**src/rtl/usb_tx_serializer.sv**
```systemverilog
// Full-speed USB transmit serialiser: byte handshake in, LSB-first bit stream with
// bit stuffing and NRZI encoding out on D+/D-, each packet closed with SE0-SE0-J.
module usb_tx_serializer #(
   parameter int unsigned CLKS_PER_BIT = 8,
   parameter int unsigned STUFF_LEN    = 6
) (
   input  logic       clk,
   input  logic       rst,
   input  logic [7:0] tx_data,
   input  logic       tx_valid,
   input  logic       tx_last,
   output logic       tx_ready,
   output logic       dp_out,
   output logic       dm_out,
   output logic       tx_busy,
   output logic       tx_done,
   output logic       tx_err
);

   localparam int unsigned TW = (CLKS_PER_BIT > 1) ? $clog2(CLKS_PER_BIT) : 1;
   localparam int unsigned OW = $clog2(STUFF_LEN + 1);
   localparam logic [TW-1:0] T_LAST = TW'(CLKS_PER_BIT - 1);
   localparam logic [OW-1:0] O_MAX  = OW'(STUFF_LEN);

   typedef enum logic [2:0] {
      IDLE,
      SHIFT,
      STUFF,
      EOP_SE0,
      EOP_J
   } state_t;

   state_t        state, state_n;
   logic [7:0]    buf_data, buf_data_n;
   logic          buf_last, buf_last_n;
   logic          buf_full, buf_full_n;
   logic [7:0]    sh_reg, sh_reg_n;
   logic          sh_last, sh_last_n;
   logic [2:0]    bit_cnt, bit_cnt_n;
   logic [OW-1:0] ones_cnt, ones_n;
   logic [TW-1:0] timer, timer_n;
   logic          se0_cnt, se0_n;
   logic          dp_r, dp_n;
   logic          dm_r, dm_n;
   logic          done_r, done_n;
   logic          err_r, err_n;

   logic          accept;
   logic          boundary;
   logic [OW-1:0] ones_inc;
   logic          nxt_bit;
   logic          byte_end;
   logic          load_en;
   logic [7:0]    load_data;
   logic          load_last;
   logic          emit;
   logic          emit_bit;

   assign accept   = tx_valid & ~buf_full;
   assign boundary = (timer == T_LAST);
   assign ones_inc = sh_reg[bit_cnt] ? (ones_cnt + OW'(1)) : '0;
   assign nxt_bit  = sh_reg[bit_cnt + 3'd1];

   assign tx_ready = ~buf_full;
   assign dp_out   = dp_r;
   assign dm_out   = dm_r;
   assign tx_busy  = (state != IDLE);
   assign tx_done  = done_r;
   assign tx_err   = err_r;

   always_ff @(posedge clk or posedge rst) begin
      if (rst) begin
         state    <= IDLE;
         buf_data <= '0;
         buf_last <= 1'b0;
         buf_full <= 1'b0;
         sh_reg   <= '0;
         sh_last  <= 1'b0;
         bit_cnt  <= '0;
         ones_cnt <= '0;
         timer    <= '0;
         se0_cnt  <= 1'b0;
         dp_r     <= 1'b1;
         dm_r     <= 1'b0;
         done_r   <= 1'b0;
         err_r    <= 1'b0;
      end else begin
         state    <= state_n;
         buf_data <= buf_data_n;
         buf_last <= buf_last_n;
         buf_full <= buf_full_n;
         sh_reg   <= sh_reg_n;
         sh_last  <= sh_last_n;
         bit_cnt  <= bit_cnt_n;
         ones_cnt <= ones_n;
         timer    <= timer_n;
         se0_cnt  <= se0_n;
         dp_r     <= dp_n;
         dm_r     <= dm_n;
         done_r   <= done_n;
         err_r    <= err_n;
      end
   end

   always_comb begin
      state_n    = state;
      buf_data_n = buf_data;
      buf_last_n = buf_last;
      buf_full_n = buf_full;
      sh_reg_n   = sh_reg;
      sh_last_n  = sh_last;
      bit_cnt_n  = bit_cnt;
      ones_n     = ones_cnt;
      se0_n      = se0_cnt;
      dp_n       = dp_r;
      dm_n       = dm_r;
      done_n     = 1'b0;
      err_n      = 1'b0;
      timer_n    = (state == IDLE || boundary) ? '0 : timer + TW'(1);
      byte_end   = 1'b0;
      load_en    = 1'b0;
      load_data  = buf_data;
      load_last  = buf_last;
      emit       = 1'b0;
      emit_bit   = 1'b1;

      // In IDLE an accepted byte bypasses the holding buffer and goes straight to the line
      if (accept && state != IDLE) begin
         buf_data_n = tx_data;
         buf_last_n = tx_last;
         buf_full_n = 1'b1;
      end

      case (state)
         IDLE: begin
            ones_n = '0;
            if (buf_full) begin
               load_en    = 1'b1;
               buf_full_n = 1'b0;
            end else if (tx_valid) begin
               load_en   = 1'b1;
               load_data = tx_data;
               load_last = tx_last;
            end
         end
         SHIFT: begin
            if (boundary) begin
               ones_n = ones_inc;
               if (ones_inc == O_MAX) begin
                  state_n  = STUFF;
                  ones_n   = '0;
                  emit     = 1'b1;
                  emit_bit = 1'b0;
               end else if (bit_cnt != 3'd7) begin
                  bit_cnt_n = bit_cnt + 3'd1;
                  emit      = 1'b1;
                  emit_bit  = nxt_bit;
               end else begin
                  byte_end = 1'b1;
               end
            end
         end
         STUFF: begin
            if (boundary) begin
               if (bit_cnt != 3'd7) begin
                  state_n   = SHIFT;
                  bit_cnt_n = bit_cnt + 3'd1;
                  emit      = 1'b1;
                  emit_bit  = nxt_bit;
               end else begin
                  byte_end = 1'b1;
               end
            end
         end
         EOP_SE0: begin
            if (boundary) begin
               if (se0_cnt) begin
                  state_n = EOP_J;
                  dp_n    = 1'b1;
                  dm_n    = 1'b0;
               end else begin
                  se0_n = 1'b1;
               end
            end
         end
         EOP_J: begin
            if (boundary) begin
               state_n = IDLE;
               done_n  = 1'b1;
            end
         end
         default: state_n = IDLE;
      endcase

      // End of a byte (after any trailing stuff bit): chain the buffered byte or close the packet
      if (byte_end) begin
         if (buf_full) begin
            load_en    = 1'b1;
            buf_full_n = 1'b0;
         end else begin
            err_n   = ~sh_last;
            state_n = EOP_SE0;
            se0_n   = 1'b0;
            dp_n    = 1'b0;
            dm_n    = 1'b0;
         end
      end

      if (load_en) begin
         state_n   = SHIFT;
         sh_reg_n  = load_data;
         sh_last_n = load_last;
         bit_cnt_n = '0;
         emit      = 1'b1;
         emit_bit  = load_data[0];
      end

      if (emit && !emit_bit) begin
         dp_n = ~dp_r;
         dm_n = ~dm_r;
      end
   end

endmodule

```
**config.mk**
```make
export PLATFORM = sky130hd
export DESIGN_NAME = usb_tx_serializer
export DESIGN_NICKNAME = d
export VERILOG_FILES = /design/src/rtl/usb_tx_serializer.sv
export SDC_FILE = /design/constraint.sdc
export NUM_CORES = 1
export LEC_CHECK = 0
export CAP_MARGIN = 20
export CORE_ASPECT_RATIO = 0.5
export CORE_MARGIN = 1.5
export CORE_UTILIZATION = 55
export DETAILED_ROUTE_END_ITERATION = 8
export GPL_TIMING_DRIVEN = 0
export PLACE_DENSITY = 0.75
export RECOVER_POWER = 50
export SLEW_MARGIN = 25
export SYNTH_ARGS = -nofsm -noshare
export SYNTH_HDL_FRONTEND = slang
export SYNTH_SLANG_ARGS = --single-unit
```
**constraint.sdc**
```tcl
create_clock -name clk -period 2.9 [get_ports clk]
set_input_delay 0.87 -clock clk [delete_from_list [all_inputs] [get_ports clk]]
set_output_delay 0.87 -clock clk [all_outputs]
set_load 0.02 [all_outputs]
```
==> summary.md <==
| Metric | Value |
|---|---|
| Status | completed |
| Final setup fails | 0 |
| Worst-Margin Slew | 1.344 ns |
| Crit. End Element | output pin |
| I/O pin count | 18 |
| Distinct cells, synth | 40 |
| Area delta synth->final | 15.88% |
| Synthesized cell area | 1907 um^2 |
| Endpoints failing hold | 0 |
| Yosys top cell by area | dfrtp_1 |
| Footprint of the multi-input gates | 940.9 um^2 |
| Core Region | 3153 um^2 |
| Number of max-slew violations in the final report | 0 |
| CP arrival | 1.81 ns |
| Cell with the largest stage delay on the worst path | clkdlybuf4s50_1 |
| Global-route total usage across every layer | 21.15% |
| First-pass GRT wire length | 5996 um |
| H-tree levels | 2 |
| RSZ-0062 raised after global routing | false |
| Setup TNS | 0 ns |
| Initial antenna violation count | 0 |
| Root Buffer | clkbuf_8 |
| CTS Hold Bufs | 0 |
| DRT Wirelength | 3511 um |
| Startpoint types | flop |
| Die ar. | 3851 um^2 |
| Yosys reg bits | 36 |
| Gr ovfl total | 0 |
| Post-route ant nets | 0 |
| Max-cap violations | 0 |
| DRT iter0 DRCs | 81 |
| Largest net degree at the start of global routing | 37 |
| DRC violation count after routing | 0 |
| Critical-path cell list | buf_2, nor3_2, inv_1, clkdlybuf4s50_1 |
| Initial DRT Pass Iterations | 4 |
| Clock Sinks | 36 |
| Most used DFF post-synth | dfrtp_1 |
| Mapped Nets | 193 |
| Yosys warnings | 0 |
| Clock tree buffer depth | 2 |
| # nets final | 217 |
| Cells after Synth | 176 |
| Pwr dens | 1001 nW/um^2 |
| Max Fclk | 373.2 MHz |
| Vias in the first global route | 1277 |
| Top cell type's share of synthesized area | 45.93% |
| P_leak | 1.052 nW |
| Die height | 44.64 um |
| Initial Util | 60.48% |
| Slew headroom | 10.28% |
| Post-synth EDFFs | 0 |
| Hold Crit Class | flop to flop |
| Commonest non-fill, non-tap cell in the layout | dfrtp_1 |
| Worst Skew | 0.004417 ns |
| I/O Buffers | 17 |
| Crit-path max cell delay | 0.56 ns |
| Commonest cells after routing, fill and taps aside | 35 x dfrtp_1, 23 x nor2_1, 17 x mux2i_1, 16 x clkdlybuf4s50_1, 14 x a21oi_1 |
| Skew-Pair Late Insertion Delay | 0.29 ns |
| Clock slew at reported path FFs | 0.07 ns |
| R2R Setup Slk | 0.56 ns |
| Die Wd | 86.27 um |
| Synth area leaders | dfrtp_1 46%, mux2i_1 8.9%, mux2_2 5.9% |
| Final HPWL DP | 2535 um |
| RD Place Congestion | 0.8588 |
| VDD IR max | 0.0005730 V |
| Post-synthesis sequential area ratio | 47.31% |
| Via count | 1337 |
| Critical path type | flop to output pin |
| Period Utilization, post-route | 92.39% |
| Inserted Diodes | 0 |
| Async S/R FF share, synth | 100.0% |
| Crit-path max FO | 10 |
| Layout cells sized above 1 | 15.00% |
| Via density | 5.571 |
| Layout Utilization | 70.08% |
| Fillers | 249 |
| Clock buffer count from CTS | 5 |
| Mean post-synth cell area | 10.83 um^2 |
| Period minus WS final | 2.679 ns |
| Drt wl/cell | 14.63 um |
| CTS tree | yes |
| FF+latch area | 902.1 um^2 |
| Cell row count | 14 |
| CP Data Required Time | 2.03 ns |
==> logic make-up (layout without fill, tap and decap cells) <==
logic type      Yosys count  in the layout  synth area share, %
compound gates           32             32                11.61
xor+xnor                  2              2               0.9188
fa+ha+maj                 5              5                3.281
buf+inv                  15             39                3.609
flops                    36             36                47.31
mux                      29             29                17.19
simple gates             57             57                16.08
==> layer usage <==
layer  share of wire (%)  track usage [%]  up-vias
met5                   0                0        -
met4                0.68            5.806        0
met3                 3.6            6.716        3
met2                  44            32.28       23
met1                  52            29.58      629
li1                    -                -      682
==> synthesized netlist by cell type, types with 2 or more instances <==
| library cell | instances |
|---|---|
| mux4_2 | 2 |
| a211oi_1 | 2 |
| mux2i_1 | 17 |
| inv_1 | 7 |
| ha_1 | 5 |
| nand3b_1 | 2 |
| nand3_1 | 4 |
| nor2_1 | 23 |
| o21ai_0 | 3 |
| a32o_1 | 2 |
| a21oi_1 | 14 |
| and3_1 | 4 |
| dfrtp_1 | 35 |
| nand2_1 | 7 |
| nor3_1 | 4 |
| nor2b_1 | 4 |
| clkbuf_1 | 3 |
| xor2_1 | 2 |
| mux2_2 | 10 |
| o21a_1 | 2 |
| nor3b_1 | 2 |
| buf_2 | 4 |
==> stage by stage <==
stage | cells | cell area [um^2] | setup WS, ns | total power, mW | hold slack (ns)
6_report | 240 | 2210 | 0.2207 | 2.212 | 0.4227
5_1_grt | 240 | 2210 | 0.1186 | 2.393 | 0.4366
4_1_cts | 240 | 2205 | 0.01691 | 2.224 | 0.4283
3_5_place_dp | 233 | 2127 | 0.2525 | 1.879 | 0.4179
3_3_place_gp | 233 | 2127 | 0.3071 | 1.847 | 0.4156
2_1_floorplan | 176 | 1907 | 0.8986 | 1.631 | 0.4040
==> worst paths after layout <==
path / startpoint / endpoint / depth (start not counted)
max in group asynchronous: rst / state[1] / 2
worst max register to register: timer[0] / dp_out / 8
worst min-delay path: sh_last / tx_err / 1
worst min register to register: sh_last / tx_err / 1
worst max-delay path: state[0] / tx_busy / 4
min in group asynchronous: rst / buf_data[3] / 2
==> where the power goes <==
part	switching (mW)	leakage, nW	internal, mW
Combinational	0.521	0.576	0.490
Sequential	0.135	0.434	0.723
Clock	0.180	0.0410	0.163
Total	0.836	1.05	1.38
==> critical path: cells and delay by family (launching register included) <==
family,cells,cell delay (ns)
buffers and inverters,3,0.86
flip-flops,1,0.37
AND/OR/NAND/NOR,1,0.28
==> layout make-up <==
class | instances | area share [%]
well taps | 40 | 2.265
repair buffers | 17 | 7.701
clock buffers | 6 | 3.284
multi-input cells | 125 | 42.58
clock inverters | 1 | 0.2265
flip-flops and latches | 36 | 40.83
plain buffers | 8 | 1.925
inverters | 7 | 1.189
==> repair_timing <==
action                                  in CTS  in global routing
setup buffers                                0                  0
resized for setup                            0                  1
endpoints found under the setup margin       0                  1
No activity file was read; power rests on OpenSTA's default activity.
